[config.mk]
export PLATFORM = sky130hd
export DESIGN_NAME = calc_add_sequencer
export DESIGN_NICKNAME = d
export VERILOG_FILES = /design/src/rtl/calc_add_sequencer.sv
export SDC_FILE = /design/constraint.sdc
export NUM_CORES = 1
export LEC_CHECK = 0
export ABC_AREA = 1
export CORE_ASPECT_RATIO = 1.4
export CORE_MARGIN = 2
export CORE_UTILIZATION = 58
export CTS_CLUSTER_SIZE = 40
export DETAILED_ROUTE_END_ITERATION = 16
export PLACE_DENSITY = 0.93
export SYNTH_ARGS = -nofsm -noshare
export SYNTH_HDL_FRONTEND = slang
export SYNTH_HIERARCHICAL = 1
export SYNTH_SLANG_ARGS = --single-unit
[constraint.sdc]
create_clock -name clk_i -period 34 [get_ports clk_i]
set_input_delay 6.8 -clock clk_i [delete_from_list [all_inputs] [get_ports clk_i]]
set_output_delay 6.8 -clock clk_i [all_outputs]
set_load 0.03 [all_outputs]
[src/rtl/calc_add_sequencer.sv]
// Operand-SRAM walker that feeds word pairs through a ripple-carry adder and writes sums back.
// Optional sticky carry flag output enabled by defining CALC_SEQ_CARRY_FLAG_EN.

package calculator_pkg;
    localparam int DATA_W = 32;
endpackage

module adder32
    import calculator_pkg::*;
(
    input  logic [DATA_W-1:0] a_i,
    input  logic [DATA_W-1:0] b_i,
    output logic [DATA_W-1:0] sum_o
);
    // The chain stops at bit DATA_W-1; the carry-out is never needed downstream.
    logic [DATA_W-1:0] c;

    assign c[0] = 1'b0;

    for (genvar i = 0; i < DATA_W; i++) begin : g_bit
        assign sum_o[i] = a_i[i] ^ b_i[i] ^ c[i];
        if (i < DATA_W - 1) begin : g_carry
            assign c[i+1] = (a_i[i] & b_i[i]) | (c[i] & (a_i[i] ^ b_i[i]));
        end
    end
endmodule

module calc_add_sequencer
    import calculator_pkg::*;
#(
    parameter int ADDR_W = 8
) (
    input  logic              clk_i,
    input  logic              rst_i,
    input  logic              start_i,
    input  logic [ADDR_W-1:0] read_start_addr_i,
    input  logic [ADDR_W-1:0] read_end_addr_i,
    input  logic [ADDR_W-1:0] write_start_addr_i,
    output logic              busy_o,
    output logic              done_o,
    output logic              mem_req_o,
    output logic              mem_we_o,
    output logic [ADDR_W-1:0] mem_addr_o,
    output logic [DATA_W-1:0] mem_wdata_o,
    input  logic [DATA_W-1:0] mem_rdata_i
`ifdef CALC_SEQ_CARRY_FLAG_EN
    ,
    output logic              carry_o
`endif
);
    typedef enum logic [2:0] {
        S_IDLE  = 3'd0,
        S_RD_A  = 3'd1,
        S_RD_B  = 3'd2,
        S_ADD   = 3'd3,
        S_WRITE = 3'd4,
        S_DONE  = 3'd5
    } state_t;

    localparam logic [ADDR_W:0]   RD_ONE = {{ADDR_W{1'b0}}, 1'b1};
    localparam logic [ADDR_W:0]   RD_TWO = {{(ADDR_W-1){1'b0}}, 2'b10};
    localparam logic [ADDR_W-1:0] WR_ONE = {{(ADDR_W-1){1'b0}}, 1'b1};

    state_t            state_q;
    state_t            state_d;
    // Extra MSB on the read pointer keeps the end comparison from wrapping.
    logic [ADDR_W:0]   rd_ptr;
    logic [ADDR_W-1:0] wr_ptr;
    logic [ADDR_W:0]   end_q;
    logic [DATA_W-1:0] a_q;
    logic [DATA_W-1:0] b_q;
    logic              busy_q;
    logic [DATA_W-1:0] sum;
    logic [ADDR_W:0]   rd_plus1;
    logic [ADDR_W:0]   rd_plus2;
    logic              has_b;
    logic              accept;
    logic              empty_range;

    assign rd_plus1    = rd_ptr + RD_ONE;
    assign rd_plus2    = rd_ptr + RD_TWO;
    assign has_b       = (rd_plus1 <= end_q);
    assign accept      = (state_q == S_IDLE) && start_i;
    assign empty_range = (read_end_addr_i < read_start_addr_i);

    adder32 u_adder (
        .a_i   (a_q),
        .b_i   (b_q),
        .sum_o (sum)
    );

    always_ff @(posedge clk_i or posedge rst_i) begin
        if (rst_i) begin
            state_q <= S_IDLE;
        end else begin
            state_q <= state_d;
        end
    end

    always_comb begin
        state_d = state_q;
        case (state_q)
            S_IDLE: begin
                if (start_i) begin
                    state_d = empty_range ? S_DONE : S_RD_A;
                end
            end
            S_RD_A:  state_d = S_RD_B;
            S_RD_B:  state_d = S_ADD;
            S_ADD:   state_d = S_WRITE;
            S_WRITE: state_d = (rd_plus2 > end_q) ? S_DONE : S_RD_A;
            S_DONE:  state_d = S_IDLE;
            default: state_d = S_IDLE;
        endcase
    end

    always_comb begin
        mem_req_o   = 1'b0;
        mem_we_o    = 1'b0;
        mem_addr_o  = '0;
        mem_wdata_o = '0;
        done_o      = 1'b0;
        case (state_q)
            S_RD_A: begin
                mem_req_o  = 1'b1;
                mem_addr_o = rd_ptr[ADDR_W-1:0];
            end
            S_RD_B: begin
                // Odd-length tail: no B operand exists, so no read is issued.
                if (has_b) begin
                    mem_req_o  = 1'b1;
                    mem_addr_o = rd_plus1[ADDR_W-1:0];
                end
            end
            S_WRITE: begin
                mem_req_o   = 1'b1;
                mem_we_o    = 1'b1;
                mem_addr_o  = wr_ptr;
                mem_wdata_o = sum;
            end
            S_DONE: begin
                done_o = 1'b1;
            end
            default: begin
            end
        endcase
    end

    assign busy_o = busy_q;

    always_ff @(posedge clk_i or posedge rst_i) begin
        if (rst_i) begin
            rd_ptr <= '0;
            wr_ptr <= '0;
            end_q  <= '0;
            a_q    <= '0;
            b_q    <= '0;
            busy_q <= 1'b0;
        end else begin
            busy_q <= (state_d == S_RD_A) || (state_d == S_RD_B) ||
                      (state_d == S_ADD)  || (state_d == S_WRITE);
            case (state_q)
                S_IDLE: begin
                    if (start_i) begin
                        rd_ptr <= {1'b0, read_start_addr_i};
                        wr_ptr <= write_start_addr_i;
                        end_q  <= {1'b0, read_end_addr_i};
                    end
                end
                S_RD_B: begin
                    a_q <= mem_rdata_i;
                end
                S_ADD: begin
                    b_q <= has_b ? mem_rdata_i : '0;
                end
                S_WRITE: begin
                    rd_ptr <= rd_plus2;
                    wr_ptr <= wr_ptr + WR_ONE;
                end
                default: begin
                end
            endcase
        end
    end

`ifdef CALC_SEQ_CARRY_FLAG_EN
    logic carry_q;

    // A wrapped sum is always smaller than either operand, so sum < a_q flags carry-out.
    always_ff @(posedge clk_i or posedge rst_i) begin
        if (rst_i) begin
            carry_q <= 1'b0;
        end else if (accept) begin
            carry_q <= 1'b0;
        end else if ((state_q == S_WRITE) && (sum < a_q)) begin
            carry_q <= 1'b1;
        end
    end

    assign carry_o = carry_q;
`else
    logic unused_accept;
    assign unused_accept = accept;
`endif
endmodule

Word-level counts from Yosys, hierarchy flattened
Cells that the tools add are included.
W data, S select, Z words.
{"block": "classes", "bitwise_logic": 154, "add_sub_neg": 3, "magnitude_cmp": 3, "n_eq_ne": 10, "mux": 16, "n_reduce_logical": 8}
{"operator": "$mux W32", "count": 2}
{"operator": "$xor A1 B1 Y1", "count": 63}
{"operator": "$and A1 B1 Y1", "count": 61}
{"operator": "$or A1 B1 Y1", "count": 30}
{"operator": "$pmux W8 S3", "count": 1}
{"operator": "$pmux W9 S2", "count": 1}
{"operator": "$mux W8", "count": 2}
{"operator": "$pmux W8 S2", "count": 1}
{"operator": "$pmux W3 S5", "count": 1}
{"operator": "$eq A3 B2 Y1 const B", "count": 4}
{"operator": "$add A9 B1 Y9 const B", "count": 1}
{"operator": "$add A9 B2 Y9 const B", "count": 1}
{"operator": "$eq A3 B3 Y1 const B", "count": 3}
{"operator": "$gt A9 B8 Y1", "count": 1}
{"operator": "$le A9 B8 Y1", "count": 1}
{"operator": "$mux W3", "count": 3}
{"operator": "$mux W9", "count": 1}
{"operator": "$add A8 B1 Y8 const B", "count": 1}
{"operator": "$lt A8 B8 Y1", "count": 1}
{"operator": "$eq A3 B1 Y1 const B", "count": 2}
{"operator": "$reduce_and A2 Y1", "count": 2}
{"operator": "$logic_not A3 Y1", "count": 1}
{"operator": "$logic_or A1 B1 Y1", "count": 3}
{"operator": "$mux W1", "count": 3}
{"operator": "other kinds (4)", "count": 4}
{"block": "word_totals", "out_inout_bits": 44, "input_bits": 59, "regBits": 93, "wordCells": 201}

Longest topological paths before layout
{"block": "depth", "word_depth": 63, "mapped_depth": 38, "ltp_nobuf": 38}

By module
Netlist, hierarchy kept.
{"module": "calc_add_sequencer", "cells_per_inst": 656, "instances": 1, "seq_area_each_um2": 2327.2, "area_each_um2": 5027.3}
{"module": "adder32", "cells_per_inst": 46, "instances": 1, "seq_area_each_um2": 0.0, "area_each_um2": 671.9}

Worst setup path before layout
Ideal clock, no wire load.
{"block": "synth_timing", "path_type": "register to output", "startpoint": "register a_q[0]", "endpoint": "output port mem_wdata_o[31]", "arrival_ns": 12.404, "path_stages_with_launch": 39, "n_path_buf": 0, "slack_ns": 14.796, "t_required_ns": 27.200, "path_cell_list": "dfrtp_1 > ha_1 > fa_1 > fa_1 > fa_1 > fa_1 > fa_1 > fa_1 > fa_1 > fa_1 > fa_1 > fa_1 > fa_1 > fa_1 > fa_1 > fa_1 > fa_1 > inv_1 > [3 not listed] > fa_1 > fa_1 > fa_1 > fa_1 > fa_1 > fa_1 > fa_1 > fa_1 > fa_1 > fa_1 > fa_1 > fa_1 > fa_1 > inv_1 > nand3_1 > nand2_1 > inv_1 > nor2_1"}
{"block": "synth_via", "elab_chain_cells": 63}
{"item": "start, declared", "line": "70", "rtl": "logic [DATA_W-1:0] a_q;"}
{"item": "start signal, assigned", "line": "171", "rtl": "a_q <= mem_rdata_i;"}
{"item": "$and A1 B1 Y1 (2 in a row)", "line": "23", "rtl": "assign c[i+1] = (a_i[i] & b_i[i]) | (c[i] & (a_i[i] ^ b_i[i]));"}
{"item": "$or A1 B1 Y1", "line": "23"}
{"item": "$and A1 B1 Y1", "line": "23"}
{"item": "$or A1 B1 Y1", "line": "23"}
{"item": "$and A1 B1 Y1", "line": "23"}
{"item": "$or A1 B1 Y1", "line": "23"}
{"item": "$and A1 B1 Y1", "line": "23"}
{"item": "$or A1 B1 Y1", "line": "23"}
{"item": "[47 not listed]"}
{"item": "$or A1 B1 Y1", "line": "23"}
{"item": "$and A1 B1 Y1", "line": "23"}
{"item": "$or A1 B1 Y1", "line": "23"}
{"item": "$and A1 B1 Y1", "line": "23"}
{"item": "$or A1 B1 Y1", "line": "23"}
{"item": "$xor A1 B1 Y1", "line": "21", "rtl": "assign sum_o[i] = a_i[i] ^ b_i[i] ^ c[i];"}
{"item": "named net sum[31]", "line": "73", "rtl": "logic [DATA_W-1:0] sum;"}
{"item": "$mux W32", "line": "123", "rtl": "case (state_q)"}
{"item": "end, declared", "line": "44", "rtl": "output logic [DATA_W-1:0] mem_wdata_o,"}
The timed path passes the listed nets, and every way through them passes these cells.

Worst setup path after layout
Same ends and word-level chain as after synthesis.

==> run metrics <==
status finished clean; flip-flop and latch count after synthesis 93; Worst path slowest cell sky130_fd_sc_hd__clkdlybuf4s50_1; TritonCTS clock tree done; dominant synthesized flop cell sky130_fd_sc_hd__dfrtp_1; final critical-path share of the clock period 61.1%; first-pass GRT wire length 23.6 mm; minimum setup slack among reg-to-reg paths 30.50 ns; layout overhead on the synthesized area 25.2%; Avg Cell Area, Syn 8.12 sq um; level count of the clock H-tree 3; average wire per cell in the routed design 15.7 um; drt first pass iters 5; Placeable Area 0.00951 sq mm; warnings from Yosys 6; endpoint of the most critical setup path mem_wdata_o[31]; footprint of the multi-input gates 0.00288 sq mm; Peak supply drop 0.0759 mV; all-layer global routing usage 28.8%; areal power density over the cells 102 mW/mm^2; floorplan row count 42; Gate Count Post-Synth 702; hold violation count in the final report 0; Reg clk slew, reported paths 0.07 ns; fraction of layout cells with a size suffix above 1 4.76%; Critical path origin a_q[0]$_DFFE_PP0P_; number of nets produced by synthesis 818; Post-route DRC 0; Worst path most repeated cell sky130_fd_sc_hd__fa_1; number of nets still failing antenna checks after routing 0; die area 0.0106 sq mm; number of I/O pins 103; number of antenna violations at the first check in global routing 0; final critical delay including setup and external delays 20.79 ns; buffer type at the clock tree root sky130_fd_sc_hd__clkbuf_16; hold bufs inserted after CTS 0; maximum number of pins on one net before global-route repair 54; share of async-settable or async-resettable flops after synthesis 100%; overall overflow remaining after global route 0; final net count 910; HP Class reg2reg; endpoint required time on the critical path 27.20 ns; final wirelength 14.6 mm; die boundary height 121 um; number of buffers created by CTS 9; Worst Setup Start Kind flop; clock tree sinks 93; vias in the first global route 5,170; post-CTS sizing 0; capturing element type of the critical path output port; per-cell via count in the routed design 5.45; width of the die 87.8 um; latest clock arrival within the worst-skew pair 0.35 ns; post-layout total power 0.000728 W; number of I/O port buffers 102; Reg2Reg Capture Point b_q[22]$_DFFE_PP0N_; starting density of the core 59.9%; final weighted congestion in routability-driven placement 0.917; R2R Path Start rd_ptr[1]$_DFFE_PP0P_; CP peak stage delay 0.71 ns; number of max-slew violations in the final report 0; RSZ-0062 raised after global routing no; post-synth cell types 34; worst clock skew 0.00611 ns; setup tns final 0 ns; Pleak 3.58 nW; Post-Syn Area 0.00570 sq mm; number of max-cap violations 0; CP arrival 13.99 ns; setup-violating endpoint count in the final report 0; worst slew margin relative to its limit 25.6%; path depth of the worst reg2reg path 16; top fanout value on the critical path 2; Initial DRC Count 363; fill cell instance count of the final layout 670; register area 0.00233 sq mm; Max Clk Rate 48.1 MHz; largest buffer count on any clock path 2; HPWL after detailed placement 10.3 mm; routed vias 5,073; post-CTS setup buffer count 0; number of synthesized flops with an enable pin 0; type of the worst setup path reg2out; part of the Yosys area used for sequential elements 40.8%; measured slew at the worst slew-check pin 1.11 ns; antenna diode count 0
kinds of logic (layout without fill, tap and decap cells):
logic type,Yosys count,count (layout),synth area share [%]
xor gates and xnor gates,11,11,1.69
adders and majority gates,57,57,16.5
DFF,93,93,40.8
buffers and inverters,130,226,8.94
and+or+nand+nor,320,320,23.0
AOI/OAI and AO/OA,91,91,9.09
cells in the mapped netlist (3+ instances only):
cell                       number  share of area (%)
sky130_fd_sc_hd__nand2_1      244                 16
sky130_fd_sc_hd__inv_1         95                6.3
sky130_fd_sc_hd__dfrtp_1       93                 41
sky130_fd_sc_hd__nor2_1        42                2.8
sky130_fd_sc_hd__o21ai_0       37                3.2
sky130_fd_sc_hd__fa_1          30                 11
sky130_fd_sc_hd__ha_1          27                5.9
sky130_fd_sc_hd__a21oi_1       17                1.5
sky130_fd_sc_hd__nand3_1       13                1.1
sky130_fd_sc_hd__clkbuf_1      11               0.72
sky130_fd_sc_hd__o22ai_1       11                1.2
sky130_fd_sc_hd__xor2_1        11                1.7
sky130_fd_sc_hd__o21ai_1       10               0.88
sky130_fd_sc_hd__inv_2          9               0.59
sky130_fd_sc_hd__buf_2          8               0.70
sky130_fd_sc_hd__nor3_1         6               0.53
sky130_fd_sc_hd__o221ai_1       6               0.92
sky130_fd_sc_hd__nand4_1        5               0.55
sky130_fd_sc_hd__nor3_2         4               0.70
sky130_fd_sc_hd__buf_1          3               0.20
sky130_fd_sc_hd__buf_4          3               0.40
power by group:
group          total, W  internal (W)  switching [W]
Clock          0.000110     0.0000664      0.0000432
Combinational  0.000410      0.000151       0.000259
Sequential     0.000209      0.000162      0.0000461
registers in the layout, indices dropped and copies added, names as in the netlist:
signal,cells
state_q,3
b_q,32
busy_o,1
end_q,8
a_q,32
rd_ptr,9
wr_ptr,8
through the flow:
step / util (%) / std cells / hold WS (ns) / instance area [sq um] / setup slack, ns
final: 75.0 / 930 / 0.486 / 7140 / 13.21
after detailed placement: 71.6 / 915 / 0.474 / 6810 / 13.72
after floorplan: - / 702 / 0.442 / 5700 / 14.80
after global placement: 71.6 / 915 / 0.459 / 6810 / 13.97
after CTS: 75.0 / 930 / 0.491 / 7140 / 13.29
after global routing: 75.0 / 930 / 0.527 / 7140 / 12.93
metal layers:
| metal | GRT usage [%] | share of wire, % | up-vias | wire length (um) |
|---|---|---|---|---|
| met5 | 0 | 0 | - | 0 |
| met4 | 11.3 | 2.6 | 0 | 378 |
| met3 | 4.97 | 7.2 | 35 | 1050 |
| met2 | 52.4 | 53 | 256 | 7810 |
| met1 | 32.9 | 37 | 2412 | 5390 |
| li1 | - | - | 2370 | - |
worst max-delay path: cells and delay by family (launching register included):
kind | cells | cell delay, ns
fa+ha+maj | 31 | 12.04
buf+inv | 5 | 0.96
flops | 1 | 0.39
simple gates | 3 | 0.22
area by class of cell:
type | instances | share of cell area [%]
multi-input combinational | 479 | 40.3
sequential | 93 | 32.6
timing repair buffer | 106 | 14.7
inverter | 105 | 5.54
clock buffer | 10 | 3.35
tap | 132 | 2.31
clock inverter | 5 | 1.16
how the worst min path moves through the flow:
stage | from | endpoint | slack (ns) | depth (start not counted)
2_1_floorplan | a_q[16]$_DFFE_PP0P_ | a_q[16]$_DFFE_PP0P_ | 0.44 | 2
3_3_place_gp | a_q[16]$_DFFE_PP0P_ | a_q[16]$_DFFE_PP0P_ | 0.46 | 2
3_5_place_dp | a_q[16]$_DFFE_PP0P_ | a_q[16]$_DFFE_PP0P_ | 0.47 | 2
4_1_cts | a_q[16]$_DFFE_PP0P_ | a_q[16]$_DFFE_PP0P_ | 0.49 | 2
5_1_grt | a_q[0]$_DFFE_PP0P_ | a_q[0]$_DFFE_PP0P_ | 0.53 | 2
6_report | a_q[16]$_DFFE_PP0P_ | a_q[16]$_DFFE_PP0P_ | 0.49 | 2
cells in the final DEF, fill, tap and decap left out, drive strengths merged:
cell,instances
a21oi,17
a221oi,1
a22oi,2
a31oi,2
a32oi,1
a41oi,1
buf,4
bufinv,2
clkbuf,10
clkdlybuf4s50,102
clkinv,3
dfrtp,93
fa,30
ha,27
inv,105
nand2,245
nand3,13
nand3b,1
nand4,5
nor2,43
nor3,12
nor3b,1
o21a,1
o21ai,47
o21bai,2
o221ai,6
o22ai,11
xor2,11
(Power assumes the default switching activity.)
